--- config.mk ---
export PLATFORM = sky130hd
export DESIGN_NAME = axi_word_io_flat
export DESIGN_NICKNAME = d
export VERILOG_FILES = /design/src/rtl/axi_word_io_pkg.sv /design/src/rtl/axi_word_io_if.sv /design/src/rtl/axi_word_io_lane_steer.sv /design/src/rtl/axi_word_io.sv /design/src/flat_wrapper.sv
export SDC_FILE = /design/constraint.sdc
export NUM_CORES = 1
export LEC_CHECK = 0
export ABC_AREA = 1
export ABC_CLOCK_PERIOD_IN_PS = 2100
export CAP_MARGIN = 40
export CORE_MARGIN = 2
export CORE_UTILIZATION = 42
export DETAILED_ROUTE_END_ITERATION = 8
export PLACE_DENSITY = 0.95
export SLEW_MARGIN = 20
export SYNTH_ARGS = -nofsm -noshare
export SYNTH_HDL_FRONTEND = slang
export SYNTH_SLANG_ARGS = --single-unit
--- constraint.sdc ---
create_clock -name aclk -period 2.1 [get_ports aclk]
set_input_delay 0.21 -clock aclk [delete_from_list [all_inputs] [get_ports aclk]]
set_output_delay 0.21 -clock aclk [all_outputs]
set_load 0.05 [all_outputs]
--- src/rtl/axi_word_io_pkg.sv ---
// Shared types for the single-beat AXI word I/O engine: response codes,
// size encodings, FSM states and the request legality check.
package axi_io_pkg;

  localparam logic [1:0] RESP_OKAY   = 2'b00;
  localparam logic [1:0] RESP_EXOKAY = 2'b01;
  localparam logic [1:0] RESP_SLVERR = 2'b10;
  localparam logic [1:0] RESP_DECERR = 2'b11;

  localparam logic [1:0] SIZE_1B  = 2'd0;
  localparam logic [1:0] SIZE_2B  = 2'd1;
  localparam logic [1:0] SIZE_4B  = 2'd2;
  localparam logic [1:0] SIZE_BAD = 2'd3;

  typedef enum logic [1:0] {
    IDLE = 2'd0,
    RD   = 2'd1,
    WR   = 2'd2,
    ERR  = 2'd3
  } state_e;

  // A request is legal only for sizes 1/2/4 bytes at a naturally aligned address.
  function automatic logic req_illegal(input logic [1:0] size, input logic [1:0] addr_lo);
    logic bad;
    case (size)
      SIZE_1B: bad = 1'b0;
      SIZE_2B: bad = addr_lo[0];
      SIZE_4B: bad = |addr_lo;
      default: bad = 1'b1;
    endcase
    return bad;
  endfunction

endpackage

--- src/rtl/axi_word_io_if.sv ---
// Single-beat AXI4 read/write channel bundle; the master modport is the
// access engine side, the slave modport is the interconnect side.
interface axi_word_io_if #(
  parameter int DATA_WIDTH = 64,
  parameter int ADDR_WIDTH = 32
);

  logic [ADDR_WIDTH-1:0]   araddr;
  logic [2:0]              arsize;
  logic                    arvalid;
  logic                    arready;

  logic [DATA_WIDTH-1:0]   rdata;
  logic [1:0]              rresp;
  logic                    rvalid;
  logic                    rready;

  logic [ADDR_WIDTH-1:0]   awaddr;
  logic [2:0]              awsize;
  logic                    awvalid;
  logic                    awready;

  logic [DATA_WIDTH-1:0]   wdata;
  logic [DATA_WIDTH/8-1:0] wstrb;
  logic                    wvalid;
  logic                    wready;

  logic [1:0]              bresp;
  logic                    bvalid;
  logic                    bready;

  modport master (
    output araddr, arsize, arvalid, input arready,
    input  rdata, rresp, rvalid, output rready,
    output awaddr, awsize, awvalid, input awready,
    output wdata, wstrb, wvalid, input wready,
    input  bresp, bvalid, output bready
  );

  modport slave (
    input  araddr, arsize, arvalid, output arready,
    output rdata, rresp, rvalid, input rready,
    input  awaddr, awsize, awvalid, output awready,
    input  wdata, wstrb, wvalid, output wready,
    output bresp, bvalid, input bready
  );

endinterface

--- src/rtl/axi_word_io_lane_steer.sv ---
// Combinational byte-lane steering: bus-aligned address, write strobes,
// replicated write data and extraction of the addressed read bytes.
module axi_lane_steer
  import axi_io_pkg::*;
#(
  parameter int DATA_WIDTH = 64,
  parameter int ADDR_WIDTH = 32
) (
  input  logic [ADDR_WIDTH-1:0]   addr,
  input  logic [1:0]              size,
  input  logic [31:0]             wdata_in,
  input  logic [DATA_WIDTH-1:0]   rdata,
  output logic [ADDR_WIDTH-1:0]   addr_aligned,
  output logic [DATA_WIDTH/8-1:0] wstrb,
  output logic [DATA_WIDTH-1:0]   wdata,
  output logic [31:0]             rdata_out
);

  localparam int STRB_W = DATA_WIDTH / 8;
  localparam int OFS_W  = $clog2(STRB_W);

  logic [OFS_W-1:0]  ofs;
  logic [OFS_W+2:0]  bit_ofs;
  logic [STRB_W-1:0] base_strb;
  logic [31:0]       byte_mask;
  logic [31:0]       rd_window;

  assign ofs          = addr[OFS_W-1:0];
  assign bit_ofs      = {ofs, 3'b000};
  assign addr_aligned = {addr[ADDR_WIDTH-1:OFS_W], {OFS_W{1'b0}}};

  always_comb begin
    base_strb = STRB_W'(4'hF);
    byte_mask = 32'hFFFF_FFFF;
    case (size)
      SIZE_1B: begin
        base_strb = STRB_W'(4'h1);
        byte_mask = 32'h0000_00FF;
      end
      SIZE_2B: begin
        base_strb = STRB_W'(4'h3);
        byte_mask = 32'h0000_FFFF;
      end
      default: begin
        base_strb = STRB_W'(4'hF);
        byte_mask = 32'hFFFF_FFFF;
      end
    endcase
  end

  assign wstrb = base_strb << ofs;
  assign wdata = {(DATA_WIDTH/32){wdata_in}};

  // Natural alignment keeps the enabled bytes of this window inside the bus.
  assign rd_window = rdata[bit_ofs +: 32];
  assign rdata_out = rd_window & byte_mask;

endmodule

--- src/rtl/axi_word_io.sv ---
// Single-beat AXI4 master: one 1/2/4-byte read or write per start pulse.
// Optional watchdog enabled by defining AXI_WORD_IO_TIMEOUT_EN.
module axi_word_io
  import axi_io_pkg::*;
#(
  parameter int DATA_WIDTH     = 64,
  parameter int ADDR_WIDTH     = 32,
  parameter int TIMEOUT_CYCLES = 1024
) (
  input  logic                  aclk,
  input  logic                  aresetn,
  input  logic                  start,
  input  logic                  write,
  input  logic [1:0]            size,
  input  logic [ADDR_WIDTH-1:0] addr,
  input  logic [31:0]           data_write,
  output logic                  busy,
  output logic                  done,
  output logic                  error,
  output logic [1:0]            resp,
  output logic [31:0]           data_read,
  axi_word_io_if.master         m_axi
);

  localparam int STRB_W = DATA_WIDTH / 8;

  state_e state_q, state_d;

  logic [ADDR_WIDTH-1:0] addr_q;
  logic [1:0]            size_q;
  logic [31:0]           wdata_q;
  logic                  ar_done_q, aw_done_q, w_done_q;

  logic                  illegal;
  logic                  tmo_hit;
  logic                  ar_hs, r_hs, aw_hs, w_hs, b_hs;
  logic                  arvalid, rready, awvalid, wvalid, bready;

  logic [ADDR_WIDTH-1:0] addr_al;
  logic [STRB_W-1:0]     strb;
  logic [DATA_WIDTH-1:0] wdata_bus;
  logic [31:0]           rd_ext;

  axi_lane_steer #(
    .DATA_WIDTH (DATA_WIDTH),
    .ADDR_WIDTH (ADDR_WIDTH)
  ) u_lane_steer (
    .addr         (addr_q),
    .size         (size_q),
    .wdata_in     (wdata_q),
    .rdata        (m_axi.rdata),
    .addr_aligned (addr_al),
    .wstrb        (strb),
    .wdata        (wdata_bus),
    .rdata_out    (rd_ext)
  );

  assign illegal = req_illegal(size, addr[1:0]);

  // Handshakes are built from registered state so the FSM has no comb loop.
  assign ar_hs = (state_q == RD) && !ar_done_q && m_axi.arready;
  assign r_hs  = (state_q == RD) &&  ar_done_q && m_axi.rvalid;
  assign aw_hs = (state_q == WR) && !aw_done_q && m_axi.awready;
  assign w_hs  = (state_q == WR) && !w_done_q  && m_axi.wready;
  assign b_hs  = (state_q == WR) && aw_done_q && w_done_q && m_axi.bvalid;

`ifdef AXI_WORD_IO_TIMEOUT_EN
  localparam int CNT_W = $clog2(TIMEOUT_CYCLES + 1);

  logic [CNT_W-1:0] tmo_cnt_q;

  always_ff @(posedge aclk) begin
    if (!aresetn || !((state_q == RD) || (state_q == WR))) begin
      tmo_cnt_q <= '0;
    end else begin
      tmo_cnt_q <= tmo_cnt_q + 1'b1;
    end
  end

  // Fires on the edge at which the counter would reach TIMEOUT_CYCLES.
  assign tmo_hit = ((state_q == RD) || (state_q == WR)) &&
                   (tmo_cnt_q == CNT_W'(TIMEOUT_CYCLES - 1));
`else
  assign tmo_hit = 1'b0;
`endif

  always_ff @(posedge aclk) begin
    if (!aresetn) begin
      state_q <= IDLE;
    end else begin
      state_q <= state_d;
    end
  end

  always_comb begin
    state_d = state_q;
    arvalid = 1'b0;
    rready  = 1'b0;
    awvalid = 1'b0;
    wvalid  = 1'b0;
    bready  = 1'b0;
    case (state_q)
      IDLE: begin
        if (start) begin
          if (illegal)    state_d = ERR;
          else if (write) state_d = WR;
          else            state_d = RD;
        end
      end
      ERR: state_d = IDLE;
      RD: begin
        arvalid = !ar_done_q;
        rready  = ar_done_q;
        if (r_hs || tmo_hit) state_d = IDLE;
      end
      WR: begin
        awvalid = !aw_done_q;
        wvalid  = !w_done_q;
        bready  = aw_done_q && w_done_q;
        if (b_hs || tmo_hit) state_d = IDLE;
      end
      default: state_d = IDLE;
    endcase
  end

  always_ff @(posedge aclk) begin
    if (!aresetn) begin
      addr_q    <= '0;
      size_q    <= '0;
      wdata_q   <= '0;
      ar_done_q <= 1'b0;
      aw_done_q <= 1'b0;
      w_done_q  <= 1'b0;
      done      <= 1'b0;
      error     <= 1'b0;
      resp      <= RESP_OKAY;
      data_read <= '0;
    end else begin
      done <= 1'b0;
      case (state_q)
        IDLE: begin
          ar_done_q <= 1'b0;
          aw_done_q <= 1'b0;
          w_done_q  <= 1'b0;
          if (start) begin
            if (illegal) begin
              done  <= 1'b1;
              error <= 1'b1;
              resp  <= RESP_SLVERR;
            end else begin
              addr_q  <= addr;
              size_q  <= size;
              wdata_q <= data_write;
            end
          end
        end
        RD: begin
          if (ar_hs) ar_done_q <= 1'b1;
          if (r_hs) begin
            done      <= 1'b1;
            error     <= |m_axi.rresp;
            resp      <= m_axi.rresp;
            data_read <= rd_ext;
          end else if (tmo_hit) begin
            done  <= 1'b1;
            error <= 1'b1;
            resp  <= RESP_DECERR;
          end
        end
        WR: begin
          if (aw_hs) aw_done_q <= 1'b1;
          if (w_hs)  w_done_q  <= 1'b1;
          if (b_hs) begin
            done  <= 1'b1;
            error <= |m_axi.bresp;
            resp  <= m_axi.bresp;
          end else if (tmo_hit) begin
            done  <= 1'b1;
            error <= 1'b1;
            resp  <= RESP_DECERR;
          end
        end
        default: ;
      endcase
    end
  end

  assign busy = (state_q != IDLE);

  assign m_axi.araddr  = addr_al;
  assign m_axi.arsize  = {1'b0, size_q};
  assign m_axi.arvalid = arvalid;
  assign m_axi.rready  = rready;
  assign m_axi.awaddr  = addr_al;
  assign m_axi.awsize  = {1'b0, size_q};
  assign m_axi.awvalid = awvalid;
  assign m_axi.wdata   = wdata_bus;
  assign m_axi.wstrb   = (state_q == WR) ? strb : '0;
  assign m_axi.wvalid  = wvalid;
  assign m_axi.bready  = bready;

endmodule

--- src/flat_wrapper.sv ---
// flat-port wrapper written by rule: the top's interface ports become plain ports
module axi_word_io_flat import axi_io_pkg::*;
#(
  parameter int DATA_WIDTH     = 64,
  parameter int ADDR_WIDTH     = 32,
  parameter int TIMEOUT_CYCLES = 1024
)
  (aclk, aresetn, start, write, size, addr, data_write, busy, done, error, resp, data_read, m_axi_araddr, m_axi_arsize, m_axi_arvalid, m_axi_arready, m_axi_rdata, m_axi_rresp, m_axi_rvalid, m_axi_rready, m_axi_awaddr, m_axi_awsize, m_axi_awvalid, m_axi_awready, m_axi_wdata, m_axi_wstrb, m_axi_wvalid, m_axi_wready, m_axi_bresp, m_axi_bvalid, m_axi_bready);
  axi_word_io_if #(.DATA_WIDTH(DATA_WIDTH), .ADDR_WIDTH(ADDR_WIDTH)) m_axi_i ();
  input  logic aclk;
  input  logic aresetn;
  input  logic start;
  input  logic write;
  input  logic [1:0] size;
  input  logic [ADDR_WIDTH-1:0] addr;
  input  logic [31:0] data_write;
  output logic busy;
  output logic done;
  output logic error;
  output logic [1:0] resp;
  output logic [31:0] data_read;
  output wire logic [$bits(m_axi_i.araddr)-1:0] m_axi_araddr;
  output wire logic [$bits(m_axi_i.arsize)-1:0] m_axi_arsize;
  output wire logic [$bits(m_axi_i.arvalid)-1:0] m_axi_arvalid;
  input wire logic [$bits(m_axi_i.arready)-1:0] m_axi_arready;
  input wire logic [$bits(m_axi_i.rdata)-1:0] m_axi_rdata;
  input wire logic [$bits(m_axi_i.rresp)-1:0] m_axi_rresp;
  input wire logic [$bits(m_axi_i.rvalid)-1:0] m_axi_rvalid;
  output wire logic [$bits(m_axi_i.rready)-1:0] m_axi_rready;
  output wire logic [$bits(m_axi_i.awaddr)-1:0] m_axi_awaddr;
  output wire logic [$bits(m_axi_i.awsize)-1:0] m_axi_awsize;
  output wire logic [$bits(m_axi_i.awvalid)-1:0] m_axi_awvalid;
  input wire logic [$bits(m_axi_i.awready)-1:0] m_axi_awready;
  output wire logic [$bits(m_axi_i.wdata)-1:0] m_axi_wdata;
  output wire logic [$bits(m_axi_i.wstrb)-1:0] m_axi_wstrb;
  output wire logic [$bits(m_axi_i.wvalid)-1:0] m_axi_wvalid;
  input wire logic [$bits(m_axi_i.wready)-1:0] m_axi_wready;
  input wire logic [$bits(m_axi_i.bresp)-1:0] m_axi_bresp;
  input wire logic [$bits(m_axi_i.bvalid)-1:0] m_axi_bvalid;
  output wire logic [$bits(m_axi_i.bready)-1:0] m_axi_bready;
  assign m_axi_araddr = m_axi_i.araddr;
  assign m_axi_arsize = m_axi_i.arsize;
  assign m_axi_arvalid = m_axi_i.arvalid;
  assign m_axi_i.arready = m_axi_arready;
  assign m_axi_i.rdata = m_axi_rdata;
  assign m_axi_i.rresp = m_axi_rresp;
  assign m_axi_i.rvalid = m_axi_rvalid;
  assign m_axi_rready = m_axi_i.rready;
  assign m_axi_awaddr = m_axi_i.awaddr;
  assign m_axi_awsize = m_axi_i.awsize;
  assign m_axi_awvalid = m_axi_i.awvalid;
  assign m_axi_i.awready = m_axi_awready;
  assign m_axi_wdata = m_axi_i.wdata;
  assign m_axi_wstrb = m_axi_i.wstrb;
  assign m_axi_wvalid = m_axi_i.wvalid;
  assign m_axi_i.wready = m_axi_wready;
  assign m_axi_i.bresp = m_axi_bresp;
  assign m_axi_i.bvalid = m_axi_bvalid;
  assign m_axi_bready = m_axi_i.bready;
  axi_word_io #(.DATA_WIDTH(DATA_WIDTH), .ADDR_WIDTH(ADDR_WIDTH), .TIMEOUT_CYCLES(TIMEOUT_CYCLES)) u_core (.aclk(aclk), .aresetn(aresetn), .start(start), .write(write), .size(size), .addr(addr), .data_write(data_write), .busy(busy), .done(done), .error(error), .resp(resp), .data_read(data_read), .m_axi(m_axi_i));
endmodule
* After elaboration in Yosys (flattened, before gate mapping)
Cells that the tools add are included.
** Word-level totals
- Output and inout port bits :: 184
- Input bits :: 143
- Logic and storage cells :: 96
- Register bits :: 107
** Operators by class
- Equality and inequality tests :: 13
- Mux-type cells :: 36
- Bitwise operators :: 2
- Shift-type cells :: 2
- Reductions and logical operators :: 32
** Operator list (number)
- $pmux W32 S2 :: 1
- $shiftx A64 B7 Y32 :: 1
- $and A32 B32 Y32 :: 1
- $mux W2 :: 9
- $mux W1 :: 16
- $logic_and A1 B1 Y1 :: 12
- $ne A2 B1 Y1 const B :: 6
- $pmux W1 S3 :: 3
- $mux W8 :: 1
- $pmux W2 S4 :: 1
- $pmux W4 S2 :: 1
- $reduce_and A2 Y1 :: 4
- $shl A4 B3 Y8 :: 1
- $eq A2 B1 Y1 const B :: 3
- $eq A2 B2 Y1 const B :: 3
- $logic_not A2 Y1 :: 3
- $pmux W1 S2 :: 3
- $pmux W2 S3 :: 1
- $reduce_and A3 Y1 :: 2
- $reduce_bool A2 Y1 :: 3
- $reduce_or A2 Y1 :: 3
- $reduce_and A5 Y1 :: 1
- $logic_not A1 Y1 :: 3
- $reduce_bool A3 Y1 :: 1
- other kinds (2) :: 2

* Logic depth before layout (Yosys ltp)
- Depth after elaboration :: 6
- Gate-level depth with buffers :: 10
- Mapped depth without buffers :: 10

* Hierarchy
From an unflattened synthesis, not the netlist that was laid out.
** Unflattened totals
- Cell total of the unflattened synthesis :: 1075
- Area total of the unflattened synthesis :: 6766.5 sq um
** By module, submodules not included
- axi_word_io :: instances 1, sequential area each 2142.1 sq um, area an instance 4299.1 sq um, cells each 569
- axi_lane_steer :: instances 1, sequential area each 0.0 sq um, area an instance 2467.4 sq um, cells each 506

* Worst setup path before layout
OpenSTA, ideal clock, no wires.
- Path kind :: reg2out
- Start point :: reg u_core.size_q[1]
- End point :: out m_axi_wstrb[5]
- Data required time :: 1890 ps
- Path slack :: -182 ps
- Data arrival time :: 2072 ps
- Cell stages (with the launch flop) :: 5
- Path buffers :: 0
- Cells stage by stage :: dfxtp_1 > nor2_1 > nand2_1 > nand2_1 > o21ai_0
** Between the ends
- Word-level cells in the longest chain between the ends :: 4
- Elaborated cells between the ends (all ways) :: 5
- Classes of those cells :: 1 x eq/ne; 1 x shift; 2 x mux; 1 x reduce/logical
** RTL lines
- start, declared :: line axi_word_io.sv:30 : logic [1:0] size_q;
- start signal, assigned :: line axi_word_io.sv:152 : size_q <= size;
- $eq A2 B1 Y1 / $logic_not A2 Y1 (equally long branches) :: line axi_word_io_lane_steer.sv:35 : case (size)
- $pmux W4 S2 (*) :: line axi_word_io_lane_steer.sv:35
- $shl A4 B3 Y8 (*) :: line axi_word_io_lane_steer.sv:51 : assign wstrb = base_strb << ofs;
- $mux W8 (*) :: line axi_word_io.sv:198 : assign m_axi.wstrb = (state_q == WR) ? strb : '0;
- end, declared :: line flat_wrapper.sv:35 : output wire logic [$bits(m_axi_i.wstrb)-1:0] m_axi_wstrb;
Mark *: on every way between the ends. The rest lies on a longest branch, timed or not.

* Final worst setup path
- Start point :: reg u_core.state_q[0]
- End point :: out m_axi_wstrb[6]
** Between the ends
- Word-level cells in the longest chain between the ends :: 2
** RTL lines
- start, declared :: line axi_word_io.sv:27 : state_e state_q, state_d;
- start signal, assigned :: line axi_word_io.sv:91 : state_q <= state_d;
- $eq A2 B2 Y1 :: line axi_word_io.sv:198
- $mux W8 :: line axi_word_io.sv:198
No other way between the ends.

==> metrics.md <==
| Metric | Value |
|---|---|
| Outcome | completed |
| Simple-gate share of the synthesized area | roughly a third |
| Clk_skew | 6.80 ps |
| Initial antenna violation count | 1 |
| Clock Path Buffers | 2 |
| Vias in the first global route | 6594 |
| Die Ht | 126 um |
| Final setup viols | 0 |
| Hold/Removal Path Class | primary input to register |
| Horizontal die dimension | approximately 130 um |
| Clk Latency, worst-skew pair | 360 ps |
| Final setup TNS | 0 ps |
| CP Class | register to primary output |
| Clk slew on worst S/H paths | about 80 ps |
| CTS root buf | clkbuf_16 |
| Fin worst setup slack | approximately 94 ps |
| Gr usage total | between 20% and 30% |
| CP Capture Type | primary output |
| Leakage power | between 3 and 4 nW |
| Post-route cell area | ~9000 um^2 |
| TritonCTS clock tree | done |
| GPL Wtd Cong | about 0.9 |
| Critical Path AT | 1800 ps |
| Area growth, synth to finish | 46.3% |
| CP startpoint | u_core.state_q[0] |
| Clock sinks | 107 |
| RSZ-0062 raised after global routing | no |
| Vias/cell | 5.28 |
| Final Hold Fails | 0 |
| Tightest Pin Transition | 604 ps |
| Mux contribution to synthesized area | 0% |
| PortBufs | around 320 |
| Mapped cell area | 6280 um^2 |
| CTS Hold Bufs | 0 |
| Post-DP HPWL | between 15000 and 20000 um |
| Total of max-cap violations | 0 |
| Crit path max fanout | 9 |
| Total Power | 9.74 mW |
| Min cycle time layout | 2010 ps |
| WHS | roughly 340 ps |
| VDD IR max | 0.646 mV |
| Largest family of logic cells by synthesized area | simple AND/OR/NAND/NOR gates |
| GR Overflow Total | 0 |
| Routed Antenna Nets | 0 |
| # IOs | between 300 and 400 |
| R2R Path Start | u_core.state_q[1] |
| CTS Buf Count | 9 |
| DR vias | 7163 |
| Core area | 14600 um^2 |
| Die ar. | 16000 um^2 |
| Drt drc | 0 |
| Nets | 1313 |
| Adder-cell share of the synthesized area | 0.796% |
| Pwr/cell area | 1060 nW/um^2 |
| TritonRoute pass-1 iters | 5 |
| Mean Syn Cell Area | 6.46 um^2 |
| Area post-placement | 8850 um^2 |
| Number of synthesized register bits | between 100 and 150 |
| Initial core utilization | 43.1% |
| CP required | 1890 ps |
| Fmax | 0.499 GHz |
| Clock H-tree levels | 3 |
| DRT iter0 DRCs | 702 |
| Share of layout cells above drive strength 1 | 5.29% |
| YS warnings | 0 |
| Pins Over Slew Limit | 0 |
| Pin count of the biggest net entering global routing | 73 |
| Distinct cells, synth | 29 |
| Hold wc startpoint | aresetn |
| Worst setup SP type | register |
| Avg WL per Cell | between 15 and 20 um |
| Num rows | 44 |
| Synth Area in Compound Gates | 12.0% |
| First-pass GRT wire length | roughly 35000 um |
| Total wire length | 22900 um |
| Setup slack at placement | about 300 ps |
| Relative slew slack | 59.6% |
| Register area share after synthesis | 34.1% |
| Post-synthesis cell count | 973 |
| Xor/xnor share of the synthesized area | 0% |
| Final worst path period share | 95.5% |
sequential cells by signal, indices dropped and copies added, names as in the netlist:
register and cells:
u_core.addr_q 32, u_core.data_read 32, u_core.wdata_q 32, u_core.resp 2, u_core.size_q 2, u_core.state_q 2
u_core.ar_done_q 1, u_core.aw_done_q 1, u_core.done 1, u_core.error 1, u_core.w_done_q 1
worst max-delay path: stages (launching register included):
cell	delay, ps
dfxtp_1	350
inv_1	140
ha_4	200
inv_1	90
nor2_2	140
nand3_1	110
o22ai_1	180
buf_4	230
layer usage:
layer / track usage (%) / up-vias / part of all wire, %
met4: 13.3 / 0 / 4.6
met3: 5.99 / 71 / 8.8
met1: 33.8 / 3245 / 39
met5: 0 / - / 0
li1: - / 3411 / -
met2: 45.7 / 436 / 48
cells in the final DEF, fill, tap and decap left out, drive strengths merged:
cell	netlist	final
clkdlybuf4s50	0	302
nand2	266	266
nor2	158	158
nand3	108	108
dfxtp	107	107
o21ai	80	80
a21oi	55	55
buf	137	31
inv	20	22
clkbuf	21	10
a31oi	8	8
conb	1	8
clkinv	2	5
ha	4	4
o22ai	2	2
diode	0	1
nand4	1	1
nor3	1	1
o21bai	1	1
a211oi	1	1
bufinv	0	1
through the flow:
stage               cells  util (%)
floorplan             980         -
global placement     1339      60.6
detailed placement   1339      60.6
CTS                  1355      62.9
global route         1356      63.0
finish               1356      63.0
cell families after synthesis:
| kind of cell | Yosys count |
|---|---|
| AND/OR/NAND/NOR | 534 |
| buffers and inverters | 180 |
| AO/OA/AOI/OAI | 147 |
| flip-flops | 107 |
| adder cells (fa/ha/maj) | 4 |
| other | 1 |
layout make-up:
class / count / area, um^2
timing repair buffer: 333 / 3380
antenna: 1 / 2.50
tap: 184 / 230
inverter: 22 / 83.8
clock inverter: 6 / 83.8
fill: 1185 / 5400
sequential: 107 / 2140
multi-input combinational: 693 / 3030
clock buffer: 10 / 239
repair_timing:
item,4_1_cts,5_1_grt
gates resized for setup,1,3
buffers inserted,0,0
pin swaps,0,0
setup endpoints to repair,6,7
worst paths after layout:
kind              slack, ps                    to  depth (start not counted)
setup / recovery         90        m_axi_wstrb[6]                          7
hold / removal          340        u_core.resp[1]                          3
setup reg to reg        290        u_core.resp[0]                         10
hold reg to reg         470  u_core.data_read[28]                          2
report_power, final:
group	leakage [nW]	switching [mW]	total, mW	internal, mW
sequential	0.874	0.277	2.61	2.33
combinational	2.72	3.58	5.29	1.71
clock	0.158	0.857	1.84	0.987
cells in the mapped netlist:
cell,instances,area [um^2]
nand3_1,107,536
nand2_2,1,6.26
clkinv_1,1,3.75
dfxtp_1,107,2140
nor3_1,1,5.00
clkinv_2,1,5.00
nand3_4,1,17.5
buf_2,21,105
buf_1,3,11.3
nand4_1,1,6.26
ha_1,4,50.1
a31oi_1,8,50.1
nand2_1,264,991
inv_1,16,60.1
nor2_4,1,11.3
conb_1,1,3.75
o22ai_1,2,12.5
buf_6,8,90.1
o21ai_0,76,380
inv_2,4,15.0
nor2_1,155,582
nand2_4,1,11.3
o21bai_1,1,7.51
buf_4,105,788
nor2_2,2,12.5
clkbuf_1,21,78.8
a21oi_1,55,275
a211oi_1,1,7.51
o21ai_1,4,20.0
Note: power is estimated with default switching activity, not from simulation.
